`src/rtl/rgb_to_grayscale_stream_if.sv`:
```
// rtl/rgb_to_grayscale_stream_if.sv - byte stream in / luma strobe out bundle
// Purpose: groups the byte handshake and the luma output of the grayscale stage.
// Signals:
//   byte_valid  source -> stage  byte_in carries a valid byte
//   byte_in     source -> stage  8-bit byte, order B,G,R,B,G,R...
//   byte_ready  stage -> source  stage accepts byte_in this cycle
//   grayscale_o stage -> sink    luma of the most recently completed pixel
//   done_o      stage -> sink    one-cycle strobe, grayscale_o valid
interface rgb_to_grayscale_stream_if;
  logic       byte_valid;
  logic [7:0] byte_in;
  logic       byte_ready;
  logic [7:0] grayscale_o;
  logic       done_o;

  modport master (
    output byte_valid,
    output byte_in,
    input  byte_ready,
    input  grayscale_o,
    input  done_o
  );

  modport slave (
    input  byte_valid,
    input  byte_in,
    output byte_ready,
    output grayscale_o,
    output done_o
  );
endinterface

```
`src/rtl/rgb_to_grayscale_stream.sv`:
```
// rtl/rgb_to_grayscale_stream.sv - byte-serial BGR to 8-bit luma stream stage
// Purpose: assembles B,G,R bytes into pixels, converts each to luma through a
//   2-stage multiply/add pipeline and strobes one luma byte per pixel; marks
//   the end of a frame after NUM_PIXELS pixels.
// Ports:
//   clk         rising-edge clock
//   rst         asynchronous reset, active-high
//   start       one-cycle pulse, begins a frame when idle
//   px          byte handshake in, grayscale_o/done_o out (slave modport)
//   frame_done  one-cycle strobe with the final done_o of a frame
//   busy        high whenever not idle
module rgb_to_grayscale_stream #(
  parameter int NUM_PIXELS = 17066,
  parameter int COEF_R     = 77,
  parameter int COEF_G     = 150,
  parameter int COEF_B     = 29
) (
  input  logic                     clk,
  input  logic                     rst,
  input  logic                     start,
  rgb_to_grayscale_stream_if.slave px,
  output logic                     frame_done,
  output logic                     busy
);

  localparam int               CNT_W    = $clog2(NUM_PIXELS + 1);
  localparam logic [CNT_W-1:0] LAST_PIX = CNT_W'(NUM_PIXELS - 1);
  localparam logic [15:0]      CR       = 16'(COEF_R);
  localparam logic [15:0]      CG       = 16'(COEF_G);
  localparam logic [15:0]      CB       = 16'(COEF_B);

  // Weights summing above 1.0 could overflow the 16-bit luma sum.
  if (COEF_R + COEF_G + COEF_B > 256) begin : g_coef_check
    $error("COEF_R + COEF_G + COEF_B must not exceed 256");
  end
  if (NUM_PIXELS < 1) begin : g_num_check
    $error("NUM_PIXELS must be at least 1");
  end

  typedef enum logic [1:0] {
    S_IDLE  = 2'd0,
    S_RUN   = 2'd1,
    S_FLUSH = 2'd2
  } state_t;

  state_t           state_q, state_d;
  logic [1:0]       idx_q, idx_d;
  logic [CNT_W-1:0] cnt_q, cnt_d;
  logic [7:0]       b_q, b_d;
  logic [7:0]       g_q, g_d;
  logic             v1_q, v1_d;
  logic [15:0]      pr_q, pr_d;
  logic [15:0]      pg_q, pg_d;
  logic [15:0]      pb_q, pb_d;
  logic [7:0]       gray_q, gray_d;
  logic             done_q, done_d;
  logic             fdone_q, fdone_d;

  logic             accept;
  logic             launch;
  logic [16:0]      sum_w;

  assign accept = (state_q == S_RUN) && px.byte_valid;
  assign launch = accept && (idx_q == 2'd2);
  // +128 rounds to nearest before dropping the 8 fractional bits.
  assign sum_w  = {1'b0, pr_q} + {1'b0, pg_q} + {1'b0, pb_q} + 17'd128;

  always_comb begin
    state_d = state_q;
    idx_d   = idx_q;
    cnt_d   = cnt_q;
    b_d     = b_q;
    g_d     = g_q;
    v1_d    = 1'b0;
    pr_d    = pr_q;
    pg_d    = pg_q;
    pb_d    = pb_q;
    gray_d  = gray_q;
    done_d  = v1_q;
    fdone_d = 1'b0;

    if (accept) begin
      case (idx_q)
        2'd0: begin
          b_d   = px.byte_in;
          idx_d = 2'd1;
        end
        2'd1: begin
          g_d   = px.byte_in;
          idx_d = 2'd2;
        end
        default: idx_d = 2'd0;
      endcase
    end

    // Stage 1: the R byte arrives live, B and G come from their holding registers.
    if (launch) begin
      v1_d  = 1'b1;
      pr_d  = CR * {8'd0, px.byte_in};
      pg_d  = CG * {8'd0, g_q};
      pb_d  = CB * {8'd0, b_q};
      cnt_d = cnt_q + 1'b1;
    end

    // Stage 2. Pixels launch at least 3 cycles apart, so anything in stage 1
    // while flushing is the frame's final pixel.
    if (v1_q) begin
      gray_d = 8'(sum_w >> 8);
    end
    fdone_d = v1_q && (state_q == S_FLUSH);

    case (state_q)
      S_IDLE: begin
        if (start) begin
          state_d = S_RUN;
          cnt_d   = '0;
          idx_d   = 2'd0;
        end
      end
      S_RUN: begin
        if (launch && (cnt_q == LAST_PIX)) begin
          state_d = S_FLUSH;
        end
      end
      S_FLUSH: begin
        // Stage 1 empty means the last pixel is leaving stage 2 this cycle.
        if (!v1_q) begin
          state_d = S_IDLE;
        end
      end
      default: state_d = S_IDLE;
    endcase
  end

  always_ff @(posedge clk or posedge rst) begin
    if (rst) begin
      state_q <= S_IDLE;
    end else begin
      state_q <= state_d;
    end
  end

  always_ff @(posedge clk or posedge rst) begin
    if (rst) begin
      idx_q   <= 2'd0;
      cnt_q   <= '0;
      b_q     <= 8'd0;
      g_q     <= 8'd0;
      v1_q    <= 1'b0;
      pr_q    <= 16'd0;
      pg_q    <= 16'd0;
      pb_q    <= 16'd0;
      gray_q  <= 8'd0;
      done_q  <= 1'b0;
      fdone_q <= 1'b0;
    end else begin
      idx_q   <= idx_d;
      cnt_q   <= cnt_d;
      b_q     <= b_d;
      g_q     <= g_d;
      v1_q    <= v1_d;
      pr_q    <= pr_d;
      pg_q    <= pg_d;
      pb_q    <= pb_d;
      gray_q  <= gray_d;
      done_q  <= done_d;
      fdone_q <= fdone_d;
    end
  end

  assign px.byte_ready  = (state_q == S_RUN);
  assign px.grayscale_o = gray_q;
  assign px.done_o      = done_q;
  assign frame_done     = fdone_q;
  assign busy           = (state_q != S_IDLE);

endmodule

```
`src/flat_wrapper.sv`:
```
// flat-port wrapper written by rule: the top's interface ports become plain ports
module rgb_to_grayscale_stream_flat 
#(
  parameter int NUM_PIXELS = 17066,
  parameter int COEF_R     = 77,
  parameter int COEF_G     = 150,
  parameter int COEF_B     = 29
)
  (clk, rst, start, frame_done, busy, px_byte_valid, px_byte_in, px_byte_ready, px_grayscale_o, px_done_o);
  rgb_to_grayscale_stream_if px_i ();
  input  logic clk;
  input  logic rst;
  input  logic start;
  output logic frame_done;
  output logic busy;
  input wire logic [$bits(px_i.byte_valid)-1:0] px_byte_valid;
  input wire logic [$bits(px_i.byte_in)-1:0] px_byte_in;
  output wire logic [$bits(px_i.byte_ready)-1:0] px_byte_ready;
  output wire logic [$bits(px_i.grayscale_o)-1:0] px_grayscale_o;
  output wire logic [$bits(px_i.done_o)-1:0] px_done_o;
  assign px_i.byte_valid = px_byte_valid;
  assign px_i.byte_in = px_byte_in;
  assign px_byte_ready = px_i.byte_ready;
  assign px_grayscale_o = px_i.grayscale_o;
  assign px_done_o = px_i.done_o;
  rgb_to_grayscale_stream #(.NUM_PIXELS(NUM_PIXELS), .COEF_R(COEF_R), .COEF_G(COEF_G), .COEF_B(COEF_B)) u_core (.clk(clk), .rst(rst), .start(start), .px(px_i), .frame_done(frame_done), .busy(busy));
endmodule
```
`config.mk`:
```
export PLATFORM = sky130hd
export DESIGN_NAME = rgb_to_grayscale_stream_flat
export DESIGN_NICKNAME = d
export VERILOG_FILES = /design/src/rtl/rgb_to_grayscale_stream_if.sv /design/src/rtl/rgb_to_grayscale_stream.sv /design/src/flat_wrapper.sv
export SDC_FILE = /design/constraint.sdc
export NUM_CORES = 1
export LEC_CHECK = 0
export ABC_AREA = 1
export BUFFER_PORTS_ARGS = -buffer_cell sky130_fd_sc_hd__buf_2
export CORE_ASPECT_RATIO = 1.1
export CORE_UTILIZATION = 30
export CTS_CLUSTER_SIZE = 20
export DETAILED_ROUTE_END_ITERATION = 12
export GPL_TIMING_DRIVEN = 1
export PLACE_DENSITY = 0.54
export SLEW_MARGIN = 20
export SYNTH_ARGS = -nofsm -noshare
export SYNTH_HDL_FRONTEND = slang
export SYNTH_SLANG_ARGS = --single-unit
export TNS_END_PERCENT = 30
```
`constraint.sdc`:
```
create_clock -name clk -period 3.5 [get_ports clk]
set_clock_uncertainty 0.05 [all_clocks]
set_input_delay 0.35 -clock clk [delete_from_list [all_inputs] [get_ports clk]]
set_output_delay 0.35 -clock clk [all_outputs]
set_load 0.01 [all_outputs]
```
==> out/results.md <==
## Routing
• **via-per-instance ratio** 4.49
• **drt pass-1 iters** 5
• **violation count after the first detailed-routing iteration** 245
• **Routed WL per cell** 12.7 um
• **DRC Markers** 0
• **wire length after detailed routing** 17700 um
• **total number of vias** 6239
• **post-route antenna net violation count** 0

## Place
• **placed instance count** 1375
• **Placed Instance Area** 8480 um2
• **detailed placement HPWL** 14200 um
• **# port buffers** 23
• **RePlAce Congestion** 0.875

## Hold path
• **worst hold path type** primary input to async pin

## Logic synthesis
• **cell types occupying the most area after synthesis** sky130_fd_sc_hd__dfrtp_1 (28%), sky130_fd_sc_hd__ha_1 (20%), sky130_fd_sc_hd__nand2_1 (12%)
• **number of flops mapped to enable cells by yosys** 0
• **post-synthesis compound-gate area fraction** 7.70%
• **most used flip-flop cell after synthesis** sky130_fd_sc_hd__dfrtp_1
• **post-synthesis cell type with the largest combined area** sky130_fd_sc_hd__dfrtp_1
• **share of synthesized cell area in full adder, half adder and majority cells** 29.6%
• **mux share of post-synthesis cell area** 0.708%
• **most common cell in the netlist** sky130_fd_sc_hd__nand2_1
• **Post-Synth XOR/XNOR Area** 1.10%
• **Unique masters post-synth** 37
• **share of the synthesized area in the top cell type** 28.0%
• **commonest cells in the netlist** sky130_fd_sc_hd__nand2_1 (251), sky130_fd_sc_hd__inv_1 (176), sky130_fd_sc_hd__ha_1 (127)
• **Mapped Avg Cell Area** 7.90 um2
• **number of nets in the synthesized netlist** 1183
• **warning count from the yosys run** 0
• **Syn Std Cell Area** 7950 um2
• **combinational family with the most area after synthesis** adder cells
• **simple-gate share of the synthesized area** 23.3%
• **synthesized instance count** 1006
• **number of synthesized register bits** 89
• **sequential cell area fraction in the yosys report** 28.0%
• **fraction of registers with async set or reset after synthesis** 100%

## Setup path
• **count of cells along the worst register-to-register path** 14
• **worst path required time** 3.68 ns
• **worst stage delay on the critical path** 0.51 ns
• **endpoint class of the critical path** flip-flop
• **library cell contributing the largest single delay on the critical path** sky130_fd_sc_hd__fa_1
• **WS Path Type** flip-flop to flip-flop
• **Arrival @ worst endpoint** 3.45 ns
• **critical-path cell list** ha_1 -> ha_1 -> inv_1 -> fa_1 -> fa_1 -> inv_1 -> ha_2 -> nand2_1 -> nor2_1 -> nand3_1 -> nand3_1 -> nand2_1 -> nand3_1 -> nand2_1
• **peak fanout along the critical path** 6
• **startpoint type of the worst setup path** flip-flop

## Clocking
• **clock latency reported for the late side of the worst-skew pair** 0.34 ns
• **number of buffers created by CTS** 9
• **hold_buf cts** 0
• **CTS sink count** 89
• **number of levels in the clock H-tree** 3
• **post-CTS repair timing setup buffer count** 0
• **clock-pin slew of the registers on the worst-case setup and hold paths** 0.07 ns
• **maximum count of clock buffers along a single path** 2
• **TritonCTS clock tree** built
• **Clock Tree Root** sky130_fd_sc_hd__clkbuf_16

## STA
• **transition time of the tightest slew-check pin** 0.734 ns
• **Slew Limit Fails** 0
• **Max transition margin** 50.9%
• **Hold Worst Slack** 0.0327 ns
• **minimum clock period** 3.27 ns
• **Final setup violation count** 0
• **final-report hold violation count** 0
• **share of the cycle needed by the critical path after routing** 93.3%
• **achievable clock frequency** 0.306 GHz

## Layout
• **post-route cell area** 8780 um2
• **antenna cell count** 0
• **synthesis-to-finish area growth** 10.5%
• **non-filler instance count after layout** 1391
• **fillers** 2812
• **Final nets** 1211
• **share of post-route cells with drive strength above 1** 7.12%

## Die
• **Vert. Die Dim** 173 um
• **die width** 157 um
• **Die ar.** 27100 um2
• **initial standard-cell utilization of the core** 30.5%
• **number of placed I/O pins** 24
• **site row count** 62
• **area of the core region** 26100 um2

## Global route
• **vias in the first global route** 6234
• **wire length of the first global-routing pass** 30400 um
• **sum of overflow across all layers after global routing** 0
• **pin count of the biggest net entering global routing** 90
• **number of antenna violations at the first check in global routing** 0
• **overall global routing resource usage** 13.9%

## Flow run
• **maxcap violations** 0

## Run status
• **outcome** finished clean

flip-flops by register name, summed over array words and instances, names as in the netlist, 2 cells and up:
| register | flops |
|---|---|
| u_core.pg_q | 15 |
| u_core.state_q | 2 |
| u_core.b_q | 8 |
| u_core.cnt_q | 15 |
| u_core.px.grayscale_o | 8 |
| u_core.g_q | 8 |
| u_core.pb_q | 13 |
| u_core.pr_q | 15 |
| u_core.idx_q | 2 |
worst max-delay path: cells and delay by family, from the launching register on:
family / cells / cell delay (ns)
buffers and inverters: 2 / 0.09
and+or+nand+nor: 7 / 0.66
adders and majority gates: 5 / 1.93
DFF: 1 / 0.42
cell type report:
| type | count | area [um2] | area share (%) |
|---|---|---|---|
| clock buffer | 11 | 253 | 2.88 |
| multi-input combinational | 726 | 4970 | 56.6 |
| tap | 352 | 440 | 5.01 |
| clock inverter | 5 | 37.5 | 0.427 |
| inverter | 177 | 666 | 7.58 |
| timing repair buffer | 31 | 188 | 2.14 |
| sequential | 89 | 2230 | 25.4 |
metrics by stage:
step,util [%],setup slack (ns),setup TNS [ns]
2_1_floorplan,-,0.389,0
3_3_place_gp,32.6,0.143,0
3_5_place_dp,32.6,0.0890,0
4_1_cts,33.7,0.158,0
5_1_grt,33.7,-0.00429,-0.00429
6_report,33.7,0.234,0
repair_timing:
action / 4_1_cts / 5_1_grt
setup endpoints to repair: 0 / 5
hold endpoints to repair: 0 / 0
gates resized for setup: 0 / 4
path summary, 6_finish.rpt:
path	from	endpoint	slack [ns]
setup / recovery	u_core.g_q[6]	u_core.pg_q[12]	0.23
hold / removal	rst	u_core.cnt_q[7]	0.03
setup reg to reg	u_core.g_q[6]	u_core.pg_q[12]	0.23
hold reg to reg	u_core.px.grayscale_o[6]	u_core.px.grayscale_o[6]	0.43
max in group asynchronous	rst	u_core.pb_q[12]	2.96
min in group clk	start	u_core.cnt_q[14]	0.14
cell families after synthesis:
family,after synthesis
buffers and inverters,191
DFF,89
adders and majority gates,165
xor gates and xnor gates,10
AOI/OAI and AO/OA,113
and+or+nand+nor,433
muxes,5
placed cells by master (no fill, tap or decap), types with 2 or more instances in the layout:
cell / Yosys / layout
sky130_fd_sc_hd__nand2_1: 251 / 251
sky130_fd_sc_hd__inv_1: 176 / 175
sky130_fd_sc_hd__ha_1: 127 / 126
sky130_fd_sc_hd__dfrtp_1: 89 / 89
sky130_fd_sc_hd__nand3_1: 71 / 71
sky130_fd_sc_hd__nor2_1: 67 / 67
sky130_fd_sc_hd__o21ai_0: 41 / 40
sky130_fd_sc_hd__a21oi_1: 41 / 39
sky130_fd_sc_hd__fa_1: 38 / 38
sky130_fd_sc_hd__buf_2: 6 / 23
sky130_fd_sc_hd__nand4_1: 15 / 15
sky130_fd_sc_hd__o21ai_1: 10 / 11
sky130_fd_sc_hd__nor3_1: 10 / 10
sky130_fd_sc_hd__clkbuf_16: 0 / 9
sky130_fd_sc_hd__xnor2_1: 7 / 7
sky130_fd_sc_hd__buf_4: 4 / 7
sky130_fd_sc_hd__o21bai_1: 6 / 6
sky130_fd_sc_hd__or2_2: 6 / 6
sky130_fd_sc_hd__o22ai_1: 6 / 6
sky130_fd_sc_hd__mux2_2: 5 / 5
sky130_fd_sc_hd__xor2_1: 3 / 3
sky130_fd_sc_hd__nor2_2: 4 / 3
sky130_fd_sc_hd__a31oi_1: 3 / 3
sky130_fd_sc_hd__nor2_4: 1 / 2
sky130_fd_sc_hd__nor3_4: 2 / 2
sky130_fd_sc_hd__clkinv_2: 0 / 2
sky130_fd_sc_hd__a21oi_2: 0 / 2
sky130_fd_sc_hd__a21o_1: 2 / 2
sky130_fd_sc_hd__a211oi_1: 2 / 2
sky130_fd_sc_hd__clkbuf_8: 0 / 2
sky130_fd_sc_hd__clkinvlp_4: 0 / 2
metal layers:
layer  up-vias  part of all wire, %  GRT usage (%)
li1       3288                    -              -
met1      2890                   51           19.6
met2        53                   45           22.3
met3         8                  2.4           1.95
met4         0                  1.1           3.24
met5         -                    0              0
Power is not shown: default switching activity piles up to over one toggle a cycle in this logic, so the estimate is an artifact.
